===== src/rtl/multdiv_seq_pkg.sv =====
// Shared constants and state encoding for the iterative multiply/divide sequencer.
package multdiv_seq_pkg;

  localparam logic [4:0] OP_RTYPE = 5'b00000;
  localparam logic [4:0] FN_MUL   = 5'b00110;
  localparam logic [4:0] FN_DIV   = 5'b00111;

  localparam int WIDTH_DEF = 32;
  localparam int CNT_W_DEF = 6;

  typedef enum logic [1:0] {
    IDLE = 2'b00,
    MUL  = 2'b01,
    DIV  = 2'b10,
    DONE = 2'b11
  } state_e;

endpackage


===== src/rtl/multdiv_datapath.sv =====
// Operand/accumulator registers with one-bit-per-step shift-add multiply and
// restoring divide over operand magnitudes, plus final sign fix-up.
module multdiv_datapath
  import multdiv_seq_pkg::*;
#(
  parameter int WIDTH = WIDTH_DEF
) (
  input  logic               clock,
  input  logic               reset,
  input  logic               load,
  input  logic               step,
  input  logic               finish,
  input  logic               op_div,
  input  logic [WIDTH-1:0]   a_in,
  input  logic [WIDTH-1:0]   b_in,
  output logic [WIDTH-1:0]   result,
  output logic [2*WIDTH-1:0] fin_val,
  output logic               b_zero
);

  logic [2*WIDTH-1:0] acc_q, acc_d;
  logic [WIDTH-1:0]   opnd_q, opnd_d;
  logic [WIDTH-1:0]   res_q, res_d;
  logic               neg_q, neg_d;
  logic               bz_q, bz_d;

  logic [WIDTH-1:0]   mag_a, mag_b, rem_n;
  logic [WIDTH:0]     mul_sum, rem_sh, rem_diff, divisor;
  logic               ge;
  logic [2*WIDTH-1:0] mul_nxt, div_nxt, step_nxt, mag_fin;

  always_comb begin
    mag_a = a_in[WIDTH-1] ? ({WIDTH{1'b0}} - a_in) : a_in;
    mag_b = b_in[WIDTH-1] ? ({WIDTH{1'b0}} - b_in) : b_in;

    mul_sum = {1'b0, acc_q[2*WIDTH-1:WIDTH]} +
              {1'b0, (acc_q[0] ? opnd_q : {WIDTH{1'b0}})};
    mul_nxt = {mul_sum, acc_q[WIDTH-1:1]};

    // Divide packs {remainder, dividend/quotient}; quotient bits shift in from the right.
    rem_sh   = {acc_q[2*WIDTH-1:WIDTH], acc_q[WIDTH-1]};
    divisor  = {1'b0, opnd_q};
    ge       = (rem_sh >= divisor);
    rem_diff = rem_sh - divisor;
    rem_n    = ge ? rem_diff[WIDTH-1:0] : rem_sh[WIDTH-1:0];
    div_nxt  = {rem_n, acc_q[WIDTH-2:0], ge};

    step_nxt = op_div ? div_nxt : mul_nxt;
    mag_fin  = op_div ? {{WIDTH{1'b0}}, step_nxt[WIDTH-1:0]} : step_nxt;
    fin_val  = neg_q ? ({(2*WIDTH){1'b0}} - mag_fin) : mag_fin;

    if (load) begin
      acc_d  = op_div ? {{WIDTH{1'b0}}, mag_a} : {{WIDTH{1'b0}}, mag_b};
      opnd_d = op_div ? mag_b : mag_a;
      neg_d  = a_in[WIDTH-1] ^ b_in[WIDTH-1];
      bz_d   = (b_in == {WIDTH{1'b0}});
    end else if (step) begin
      acc_d  = step_nxt;
      opnd_d = opnd_q;
      neg_d  = neg_q;
      bz_d   = bz_q;
    end else begin
      acc_d  = acc_q;
      opnd_d = opnd_q;
      neg_d  = neg_q;
      bz_d   = bz_q;
    end

    if (finish) begin
      res_d = (op_div && bz_q) ? {WIDTH{1'b0}} : fin_val[WIDTH-1:0];
    end else begin
      res_d = res_q;
    end
  end

  always_ff @(posedge clock) begin
    if (reset) begin
      acc_q  <= {(2*WIDTH){1'b0}};
      opnd_q <= {WIDTH{1'b0}};
      res_q  <= {WIDTH{1'b0}};
      neg_q  <= 1'b0;
      bz_q   <= 1'b0;
    end else begin
      acc_q  <= acc_d;
      opnd_q <= opnd_d;
      res_q  <= res_d;
      neg_q  <= neg_d;
      bz_q   <= bz_d;
    end
  end

  assign result = res_q;
  assign b_zero = bz_q;

endmodule


===== src/rtl/multdiv_seq.sv =====
// Multiply/divide sequencer: FSM, iteration counter, pipeline stall,
// result_rdy pulse and exception decision around multdiv_datapath.
module multdiv_seq
  import multdiv_seq_pkg::*;
#(
  parameter int WIDTH = WIDTH_DEF,
  parameter int CNT_W = CNT_W_DEF
) (
  input  logic             clock,
  input  logic             reset,
  input  logic             ctrl_mult,
  input  logic             ctrl_div,
  input  logic [WIDTH-1:0] operand_a,
  input  logic [WIDTH-1:0] operand_b,
  output logic [WIDTH-1:0] result,
  output logic             result_rdy,
  output logic             exception,
  output logic             stall
);

  state_e             state_q, state_d;
  logic [CNT_W-1:0]   cnt_q, cnt_d;
  logic               rdy_q, rdy_d;
  logic               exc_q, exc_d;

  logic               start_s, start_div_s;
  logic               load_s, step_s, finish_s, op_div_s;
  logic [2*WIDTH-1:0] fin_val_s;
  logic               b_zero_s, not_repr_s;

  assign start_s     = ctrl_mult | ctrl_div;
  assign start_div_s = ctrl_div & ~ctrl_mult;

  always_comb begin
    state_d  = state_q;
    cnt_d    = cnt_q;
    rdy_d    = 1'b0;
    exc_d    = exc_q;
    load_s   = 1'b0;
    step_s   = 1'b0;
    finish_s = 1'b0;
    op_div_s = (state_q == DIV);

    // Upper half must be pure sign extension of bit WIDTH-1 to fit in WIDTH signed bits.
    not_repr_s = (fin_val_s[2*WIDTH-1:WIDTH-1] != {(WIDTH+1){1'b0}}) &&
                 (fin_val_s[2*WIDTH-1:WIDTH-1] != {(WIDTH+1){1'b1}});

    if (start_s) begin
      state_d  = start_div_s ? DIV : MUL;
      cnt_d    = {CNT_W{1'b0}};
      load_s   = 1'b1;
      op_div_s = start_div_s;
    end else begin
      case (state_q)
        IDLE: state_d = IDLE;
        MUL, DIV: begin
          step_s = 1'b1;
          if (cnt_q == CNT_W'(WIDTH - 1)) begin
            finish_s = 1'b1;
            state_d  = DONE;
            cnt_d    = {CNT_W{1'b0}};
            rdy_d    = 1'b1;
            exc_d    = ((state_q == DIV) && b_zero_s) || not_repr_s;
          end else begin
            cnt_d = cnt_q + 1'b1;
          end
        end
        DONE:    state_d = IDLE;
        default: state_d = IDLE;
      endcase
    end
  end

  always_ff @(posedge clock) begin
    if (reset) begin
      state_q <= IDLE;
      cnt_q   <= {CNT_W{1'b0}};
      rdy_q   <= 1'b0;
      exc_q   <= 1'b0;
    end else begin
      state_q <= state_d;
      cnt_q   <= cnt_d;
      rdy_q   <= rdy_d;
      exc_q   <= exc_d;
    end
  end

  multdiv_datapath #(.WIDTH(WIDTH)) u_datapath (
    .clock   (clock),
    .reset   (reset),
    .load    (load_s),
    .step    (step_s),
    .finish  (finish_s),
    .op_div  (op_div_s),
    .a_in    (operand_a),
    .b_in    (operand_b),
    .result  (result),
    .fin_val (fin_val_s),
    .b_zero  (b_zero_s)
  );

  assign stall      = start_s | (state_q == MUL) | (state_q == DIV);
  assign result_rdy = rdy_q;
  assign exception  = exc_q;

endmodule


===== config.mk =====
export PLATFORM = sky130hd
export DESIGN_NAME = multdiv_seq
export DESIGN_NICKNAME = d
export VERILOG_FILES = /design/src/rtl/multdiv_seq_pkg.sv /design/src/rtl/multdiv_datapath.sv /design/src/rtl/multdiv_seq.sv
export SDC_FILE = /design/constraint.sdc
export NUM_CORES = 1
export LEC_CHECK = 0
export CORE_MARGIN = 8
export CORE_UTILIZATION = 65
export DETAILED_ROUTE_END_ITERATION = 16
export MAX_ROUTING_LAYER = met4
export PLACE_DENSITY = 0.95
export SLEW_MARGIN = 25
export SYNTH_ARGS = -nofsm -noshare
export SYNTH_HDL_FRONTEND = slang
export SYNTH_HIERARCHICAL = 1
export SYNTH_SLANG_ARGS = --single-unit

===== constraint.sdc =====
create_clock -name clock -period 12.68 [get_ports clock]
set_input_delay 2.536 -clock clock [delete_from_list [all_inputs] [get_ports clock]]
set_output_delay 2.536 -clock clock [all_outputs]
set_load 0.02 [all_outputs]

# Word level (Yosys, flattened, before mapping)
# Cells that the tools add are included.
# W data, S select, Z words.
[word_totals]
output_inout_bits = 35
regBits = 140
elab_cells = 65
in_bits = 68
[op_classes]
order_cmp = 1
n_reduce_logical = 12
muxes = 24
add_sub_neg = 6
n_eq_ne = 6
bitwise = 7
[op_table]
columns = ["cell", "n"]
rows = [
  ["$mux W64", 5],
  ["$mux W32", 7],
  ["$sub A1 B32 Y32 const A", 2],
  ["$sub A1 B64 Y64 const A", 1],
  ["$add A32 B32 Y33", 1],
  ["$ge A33 B32 Y1", 1],
  ["$ne A33 B33 Y1 const B", 1],
  ["$reduce_bool A33 Y1", 1],
  ["$logic_not A32 Y1", 1],
  ["$sub A32 B32 Y32", 1],
  ["$mux W1", 7],
  ["$add A6 B1 Y6 const B", 1],
  ["$eq A6 B5 Y1 const B", 1],
  ["$mux W2", 3],
  ["$mux W6", 1],
  ["$reduce_or A2 Y1", 3],
  ["$eq A2 B2 Y1 const B", 2],
  ["$pmux W2 S2", 1],
  ["$logic_and A1 B1 Y1", 3],
  ["$ne A3 B3 Y1 const B", 1],
  ["$or A1 B1 Y1", 3],
  ["$reduce_and A3 Y1", 1],
  ["$eq A2 B1 Y1 const B", 1],
  ["$logic_not A2 Y1", 1],
  ["other kinds (5)", 6],
]

# Depth between registers and ports, before layout
# Gate-level depths: netlist of run 1.
[depth]
word_depth = 10
mapped_depth = 26
ltp_nobuf = 22

# Hierarchy
# Netlist of run 1, hierarchy kept.
[by_module_without_submodules]
columns = ["module", "instances", "seq_area_each_um2", "area_per_inst_um2", "cells_per_inst"]
rows = [
  ["multdiv_datapath", 1, 2602.5, 13032.5, 1827],
  ["multdiv_seq", 1, 200.2, 659.4, 83],
]

# Worst setup path after synthesis of run 1
# No wires, ideal clock.
[synth_path]
path_kind = "in2reg"
startpoint = "input ctrl_div"
endpoint = "register exc_q (netlist: exception)"
stages = 24
setup_time_ns = 0.124
arrival_ns = 7.657
required_ns = 12.556
setup_slack_ns = 4.899
n_path_buf = 6
cell_sequence = "nor2_1 nor2_1 buf_2 clkbuf_1 clkbuf_1 buf_2 and4_1 clkbuf_1 or2_2 ha_1 o21ai_0 nor4_1 nand2_1 or3_1 or2_2 clkbuf_1 inv_1 nand4_1 o41ai_1 xnor2_1 nand4_1 or4_1 nor4_1 nor3_1"
[synth_via]
elab_chain_len = 9
word_cells_on_any_way = 13
cone_classes = "add/sub: 1; eq/ne: 1; mux: 4; bitwise: 3; reduce/logical: 4"
[synth_lines]
columns = ["element", "line_no", "rtl"]
rows = [
  ["start, declared", "multdiv_seq.sv:12", "input logic ctrl_div,"],
  ["$and A1 B1 Y1 or $or A1 B1 Y1 (tied branches)", "multdiv_seq.sv:32, multdiv_seq.sv:31", ""],
  ["$mux W1 (*)", "multdiv_seq.sv:48", "if (start_s) begin"],
  ["via op_div_s", "multdiv_seq.sv:27", "logic load_s, step_s, finish_s, op_div_s;"],
  ["$mux W64", "multdiv_datapath.sv:48", "step_nxt = op_div ? div_nxt : mul_nxt;"],
  ["$mux W64 (*)", "multdiv_datapath.sv:49", "mag_fin = op_div ? {{WIDTH{1'b0}}, step_nxt[WIDTH-1:0]} : step_nxt;"],
  ["$sub A1 B64 Y64", "multdiv_datapath.sv:50", "fin_val = neg_q ? ({(2*WIDTH){1'b0}} - mag_fin) : mag_fin;"],
  ["$mux W64 (*)", "multdiv_datapath.sv:50", ""],
  ["via fin_val_s[62]", "multdiv_seq.sv:28", "logic [2*WIDTH-1:0] fin_val_s;"],
  ["$ne A33 B33 Y1 or $reduce_bool A33 Y1 (tied branches)", "multdiv_seq.sv:46, multdiv_seq.sv:45", ""],
  ["$logic_and A1 B1 Y1 (*)", "multdiv_seq.sv:45", "not_repr_s = (fin_val_s[2*WIDTH-1:WIDTH-1] != {(WIDTH+1){1'b0}}) &&"],
  ["$logic_or A1 B1 Y1 (*)", "multdiv_seq.sv:63", "exc_d = ((state_q == DIV) && b_zero_s) || not_repr_s;"],
  ["end signal, assigned", "multdiv_seq.sv:79", "exc_q <= 1'b0;"],
  ["end signal, assigned", "multdiv_seq.sv:84", "exc_q <= exc_d;"],
  ["end, declared", "multdiv_seq.sv:24", "logic exc_q, exc_d;"],
]
# The timed path passes the listed nets; every way through them passes the cells marked *.
# A chain may end at the register's enable or synchronous reset.

# Final worst setup path of run 1
# Same ends and word-level chain as after synthesis.

==> impl_metrics.py, run 1 <==
metrics = {
    "outcome": {
        "status": "finished, final reports clean",
    },
    "cells_and_area": {
        "layout-drive-gt1-share_pct": 4.53,
        "area_delta_synth_final_pct": 12.1,
        "nets": 2071,
        "diodes": 0,
        "final_area_um2": 15300,
        "fillers": 1612,
    },
    "floorplan": {
        "initial_core_util_pct": 65.8,
        "dieArea_um2": 26000,
        "coreArea_um2": 20800,
        "io_pins": 103,
        "fp.dieH_um": 161,
        "fp-row-count": 53,
        "chipWidth_um": 161,
    },
    "global_routing": {
        "grt_pass1_wl_um": 70200,
        "antenna_found_initial": 0,
        "grt_pass1_vias": 13700,
        "track_usage_pct": 33.5,
        "gr-total-overflow": 0,
        "grt_max_degree": 176,
    },
    "timing": {
        "slew_viol_final": 0,
        "worst_hold_slack_ns": 0.481,
        "period_needed_ns": 8.86,
        "fin_crit_sh_pct": 69.9,
        "fin_skew_ns": 0.0136,
        "fin_tns_setup_ns": 0,
        "hold_violations": 0,
        "setup_viol": 0,
        "rsz0062_at_grt": "no",
        "tightest_slew_ns": 1.11,
        "fmax_ghz": 0.113,
        "relSlewSlack_pct": 26.0,
    },
    "critical_path": {
        "rr_startpoint": "u_datapath/opnd_q[22]$_SDFFE_PP0P_",
        "cp_data_arrival_time_ns": 9.17,
        "reg2reg_depth": 22,
        "path_max_fanout": 175,
        "required_ns": 12.99,
        "r2r-end": "exception$_SDFFE_PP0P_",
        "cp-end-kind": "flop",
        "r2r_slack_ns": 5.35,
        "cp-start-kind": "input port",
        "crit_type": "input port to flop",
    },
    "worst_hold_path": {
        "min_from": "u_datapath/result[29]$_SDFFE_PP0P_",
        "min_to": "u_datapath/result[29]$_SDFFE_PP0P_",
        "holdPathStages": 1,
        "hold_path.class": "flop to flop",
    },
    "clock_tree": {
        "numCtsBuffers": 17,
        "clk_latency_ns": 0.44,
        "h-tree-depth": 4,
        "post-cts-setup-buffers": 0,
        "ctsResizeCount": 0,
        "path_clk_slew_ns": 0.07,
        "clk_root_buffer_cell": "clkbuf_16",
        "cts-hold-fix-buffers": 0,
        "clock_path_buffers": 2,
        "cts.sinks": 140,
        "cts_tree": "built",
    },
    "logic_synthesis": {
        "yosys.cell_types.count": 76,
        "synthArstFlopShare_pct": 0,
        "yosysWarnings": 6,
        "synth_area_per_cell_um2": 7.17,
        "synth-seq-cells": 140,
        "syn_nets": 2050,
        "syn_area_um2": 13700,
        "syn_inst": 1910,
        "synth_edf_count": 0,
        "synth-main-ff-cell": "dfxtp_1",
        "ys_seq_area_share_pct": 20.5,
    },
    "pwr": {
        "ir_drop_mv": 0.106,
        "p_leak_nw": 6.03,
        "powerDensity_nw_per_um2": 91.7,
    },
    "drt": {
        "firstDrtPassIters": 7,
        "avgViaCountPerCell": 6.76,
        "wl_per_cell_um": 20.2,
        "drtAntennaViolNets": 0,
        "drt_iter0_markers": 1965,
        "remaining_drc_errors": 0,
        "wl_um": 44700,
        "vias": 15000,
    },
    "placed_design": {
        "io_buffers": 102,
        "dp.final_hpwl_um": 32500,
        "place_area_um2": 14800,
        "gp_congestion": 1.02,
    },
    "job": {
        "drv_cap": 0,
    },
}
==> routing by layer <==
metal  routed length (um)  track usage [%]
met1                17700             41.4
met2                19700             51.0
met3                 4380             4.96
met4                 2950             20.4
met5                    0                -
==> per-stage QoR <==
step | total power, mW | cells | setup slack, ns | util (%)
finish | 1.41 | 2219 | 3.82 | 73.7
global route | 1.46 | 2219 | 3.42 | 73.7
detailed placement | 0.904 | 2187 | 3.74 | 71.0
global placement | 0.889 | 2186 | 3.97 | 70.8
floorplan | 0.784 | 1910 | 4.90 | -
CTS | 1.39 | 2219 | 4.02 | 73.7
==> critical path, stage by stage <==
cell and delay, ns:
clkdlybuf4s50_1 0.54, nor2_1 0.10, nor2_4 0.11, buf_12 0.56, and4_1 0.67, or2_2 0.26, ha_1 0.21, o21ai_0 0.18
nor4_1 0.66, nand2_1 0.39, or3_1 0.50, or2_2 0.37, inv_1 0.12, nand4_1 0.19, o41ai_1 0.38, xnor2_1 0.18
nand4_1 0.13, or4_1 0.52, nor4_1 0.41, nor3_1 0.09
==> registers in the layout, indices dropped and copies added (netlist names) <==
signal and cells:
exception 1, u_datapath/result 32, u_datapath/acc_q 64, u_datapath/opnd_q 32
state_q 2, cnt_q 6, u_datapath/neg_q 1, u_datapath/b_zero 1
result_rdy 1
==> where the power goes <==
group / internal (mW) / switching (mW) / leakage, nW / total [mW]
registers: 0.461 / 0.0320 / 1.14 / 0.493
clock network: 0.258 / 0.234 / 0.265 / 0.492
logic: 0.164 / 0.258 / 4.62 / 0.422
total: 0.883 / 0.524 / 6.03 / 1.41
==> worst max path at each step <==
stage | startpoint | endpoint | slack (ns)
global placement | ctrl_div | exception$_SDFFE_PP0P_ | 3.97
global route | ctrl_div | exception$_SDFFE_PP0P_ | 3.42
CTS | ctrl_div | exception$_SDFFE_PP0P_ | 4.02
detailed placement | ctrl_div | exception$_SDFFE_PP0P_ | 3.74
finish | ctrl_div | exception$_SDFFE_PP0P_ | 3.82
floorplan | ctrl_div | exception$_SDFFE_PP0P_ | 4.90
==> Yosys cell counts (19+ instances only) <==
cell type,count,area share [%]
a31oi_1,21,0.96
clkbuf_1,93,2.5
a21oi_1,188,6.9
dfxtp_1,140,20
o21ai_0,158,5.8
a211oi_1,37,2.0
nand2_1,149,4.1
xnor2_1,87,5.6
ha_1,70,6.4
nand2b_1,27,1.2
or3_1,19,0.87
nor2_1,227,6.2
nor3_1,36,1.3
mux2i_1,58,4.2
a21o_1,29,1.6
nand3_1,22,0.80
inv_1,68,1.9
nor2b_1,41,1.9
o211ai_1,25,1.4
xor2_1,77,4.9
o31ai_1,27,1.5
nand4_1,21,0.96
and2_1,37,1.7
==> final cells by class <==
type	instances	area (um^2)	share of cell area, %
inverters	68	255	1.66
multi-input cells	1589	10200	66.7
repair buffers	115	1150	7.47
clock inverters	14	131	0.856
clock buffers	18	429	2.80
flip-flops and latches	140	2810	18.3
well taps	275	344	2.24
==> cell usage in the layout, fill, tap and decap left out, drive strengths merged, types with 36 or more instances in the layout <==
master,Yosys,layout
dfxtp,140,140
nor2b,41,41
ha,70,70
inv,68,75
nor2,227,227
a211oi,37,37
xnor2,87,87
clkdlybuf4s50,0,101
and2,37,37
a21oi,188,188
mux2i,58,58
xor2,77,77
nor3,36,36
o21ai,161,161
nand2,149,149
==> logic make-up (layout without fill, tap and decap cells) <==
kind of cell | count (synthesis) | count (layout) | share of synthesized area (%)
compound gates | 606 | 606 | 27.6
xor+xnor | 164 | 164 | 10.5
fa+ha+maj | 72 | 72 | 6.69
buf+inv | 181 | 215 | 5.05
flops | 140 | 140 | 20.5
mux | 71 | 71 | 5.31
simple gates | 676 | 676 | 24.3
(Power assumes the default switching activity.)
==> run 2, diff against run 1 <==
--- a/config.mk
+++ b/config.mk
@@ -6,10 +6,10 @@
 export NUM_CORES = 1
 export LEC_CHECK = 0
 export CORE_MARGIN = 8
-export CORE_UTILIZATION = 65
+export CORE_UTILIZATION = 55
 export DETAILED_ROUTE_END_ITERATION = 16
 export MAX_ROUTING_LAYER = met4
-export PLACE_DENSITY = 0.95
+export PLACE_DENSITY = 0.9
 export SLEW_MARGIN = 25
 export SYNTH_ARGS = -nofsm -noshare
 export SYNTH_HDL_FRONTEND = slang
==> constraint.sdc (replaced) <==
create_clock -name clock -period 7.5 [get_ports clock]
set_input_delay 1.5 -clock clock [delete_from_list [all_inputs] [get_ports clock]]
set_output_delay 1.5 -clock clock [all_outputs]
set_load 0.02 [all_outputs]
==> run 2 against run 1 <==
Register-to-register slack worse by 4.7 ns. Final cell count rose by 2.6%. Combinational power grew 69%. Wire length rose by 1.5%. Setup slack lost 3.1 ns. Sequential share of layout area decreased by 0.14 points.
==> impl_metrics.py, run 2 (synthesis results as in run 1) <==
metrics = {
    "outcome": {
        "status": "finished, final reports clean",
    },
    "pwr": {
        "power.internal_mw": 1.52,
        "p_leak_nw": 6.05,
        "powerDensity_nw_per_um2": 152,
        "finalPower_mw": 2.34,
        "p_sw_share_pct": 35.1,
        "pwr-share-clk_pct": 34.4,
        "p_sw_mw": 0.823,
        "seqPwrFrac_pct": 35.1,
        "combPwrFrac_pct": 30.5,
        "ir_drop_mv": 0.130,
    },
    "timing": {
        "fmax_ghz": 0.147,
        "slew_viol_final": 0,
        "fin_skew_ns": 0.0141,
        "relSlewSlack_pct": 30.3,
        "rsz0062_at_grt": "no",
        "period_needed_ns": 6.80,
        "setup_viol": 0,
        "fin_tns_setup_ns": 0,
        "hold_violations": 0,
        "fin_crit_sh_pct": 90.7,
        "tightest_slew_ns": 1.04,
    },
    "cells_and_area": {
        "layout-drive-gt1-share_pct": 4.87,
        "mostFrequentLayoutCell": "nor2_1",
        "fillers": 2199,
        "area_delta_synth_final_pct": 12.8,
        "nets": 2080,
        "final_area_um2": 15400,
        "top_register": "u_datapath/acc_q",
        "final_cell_mix": "nor2_1 (223), a21oi_1 (188), o21ai_0 (158)",
        "largest_register_ffs": 64,
    },
    "floorplan": {
        "chipWidth_um": 174,
        "dieArea_um2": 30200,
        "initial_core_util_pct": 56.1,
        "coreArea_um2": 24400,
        "fp.dieH_um": 174,
        "io_pins": 103,
        "fp-row-count": 57,
    },
    "drt": {
        "top_layer": "met4",
        "vias": 14700,
        "firstDrtPassIters": 6,
        "wl_um": 45400,
        "drtAntennaViolNets": 0,
        "remaining_drc_errors": 0,
        "wl_per_cell_um": 19.9,
        "wl_met3_um": 3310,
        "avgViaCountPerCell": 6.46,
        "wl_met1_um": 19300,
        "dr_wl_met2_um": 20700,
        "drt_iter0_markers": 1784,
    },
    "global_routing": {
        "grt_pass1_vias": 13600,
        "gr-total-overflow": 0,
        "antenna_found_initial": 1,
        "track_usage_pct": 29.4,
        "grt_max_degree": 88,
        "grt_pass1_wl_um": 71800,
    },
    "placed_design": {
        "dp.final_hpwl_um": 34300,
        "io_buffers": 102,
        "gp_congestion": 1.08,
        "place_area_um2": 14900,
    },
    "worst_hold_path": {
        "holdPathStages": 2,
        "hold_path.class": "flop to flop",
    },
    "critical_path": {
        "required_ns": 7.80,
        "cp-end-kind": "flop",
        "reg2reg_depth": 21,
        "cp_data_arrival_time_ns": 7.10,
        "path_max_fanout": 7,
        "cp-start-kind": "flop",
        "crit_type": "flop to flop",
    },
    "clock_tree": {
        "cts-hold-fix-buffers": 0,
        "clock_path_buffers": 2,
        "clk_root_buffer_cell": "clkbuf_16",
        "post-cts-setup-buffers": 0,
        "h-tree-depth": 4,
        "numCtsBuffers": 17,
        "cts.sinks": 140,
        "ctsResizeCount": 0,
        "path_clk_slew_ns": 0.07,
        "clk_latency_ns": 0.42,
        "cts_tree": "built",
    },
    "job": {
        "drv_cap": 0,
    },
}
run 2: routing by layer:
metal  vias up  track usage (%)
met1      6913             37.2
met4         0             12.5
met5         -                -
li1       6948                -
met2       719             46.7
met3       134             3.55
run 2: power groups by stage:
stage	clock, mW	sequential, mW	combinational [mW]
finish	0.807	0.823	0.715
floorplan	0	0.821	0.504
CTS	0.816	0.821	0.700
global route	0.848	0.827	0.778
global placement	0	0.835	0.680
detailed placement	0	0.837	0.693
run 2: path summary, 6_finish.rpt:
path / startpoint / end / slack (ns)
hold reg to reg: u_datapath/opnd_q[13]$_SDFFE_PP0P_ / u_datapath/opnd_q[13]$_SDFFE_PP0P_ / 0.48
setup / recovery: u_datapath/acc_q[59]$_SDFFE_PP0P_ / exception$_SDFFE_PP0P_ / 0.70
setup reg to reg: u_datapath/acc_q[59]$_SDFFE_PP0P_ / exception$_SDFFE_PP0P_ / 0.70
hold / removal: u_datapath/opnd_q[13]$_SDFFE_PP0P_ / u_datapath/opnd_q[13]$_SDFFE_PP0P_ / 0.48
run 2: through the flow:
| stage | util [%] | hold WS (ns) | instances | setup slack (ns) |
|---|---|---|---|---|
| 4_1_cts | 63.3 | 0.481 | 2276 | 0.827 |
| 2_1_floorplan | - | 0.454 | 1910 | 0.755 |
| 3_5_place_dp | 61.1 | 0.463 | 2245 | 0.428 |
| 6_report | 63.3 | 0.481 | 2277 | 0.698 |
| 3_3_place_gp | 61.0 | 0.465 | 2244 | 0.533 |
| 5_1_grt | 63.3 | 0.502 | 2277 | 0.224 |
run 2: worst max-delay path, stage by stage, from the launching register on:
cell      delay [ns]
dfxtp_1         0.36
ha_1            0.40
a21oi_1         0.31
o21a_1          0.17
o21ai_0         0.19
a221oi_1        0.59
and4_1          0.32
or2_2           0.15
ha_1            0.19
o21ai_0         0.18
nor4_1          0.67
nand2_1         0.40
or3_1           0.50
or2_2           0.37
inv_1           0.11
nand4_1         0.17
o41ai_1         0.41
xnor2_1         0.19
nand4_1         0.12
or4_1           0.51
nor4_1          0.28
nor3_1          0.07
run 2: layout make-up:
class / instances / area, um^2 / area share [%]
flip-flops and latches: 140 / 2800 / 18.1
well taps: 324 / 405 / 2.62
repair buffers: 124 / 1210 / 7.81
clock inverters: 10 / 93.8 / 0.607
inverters: 68 / 255 / 1.65
clock buffers: 21 / 450 / 2.92
multi-input cells: 1589 / 10200 / 66.2
diodes: 1 / 2.50 / 0.0162
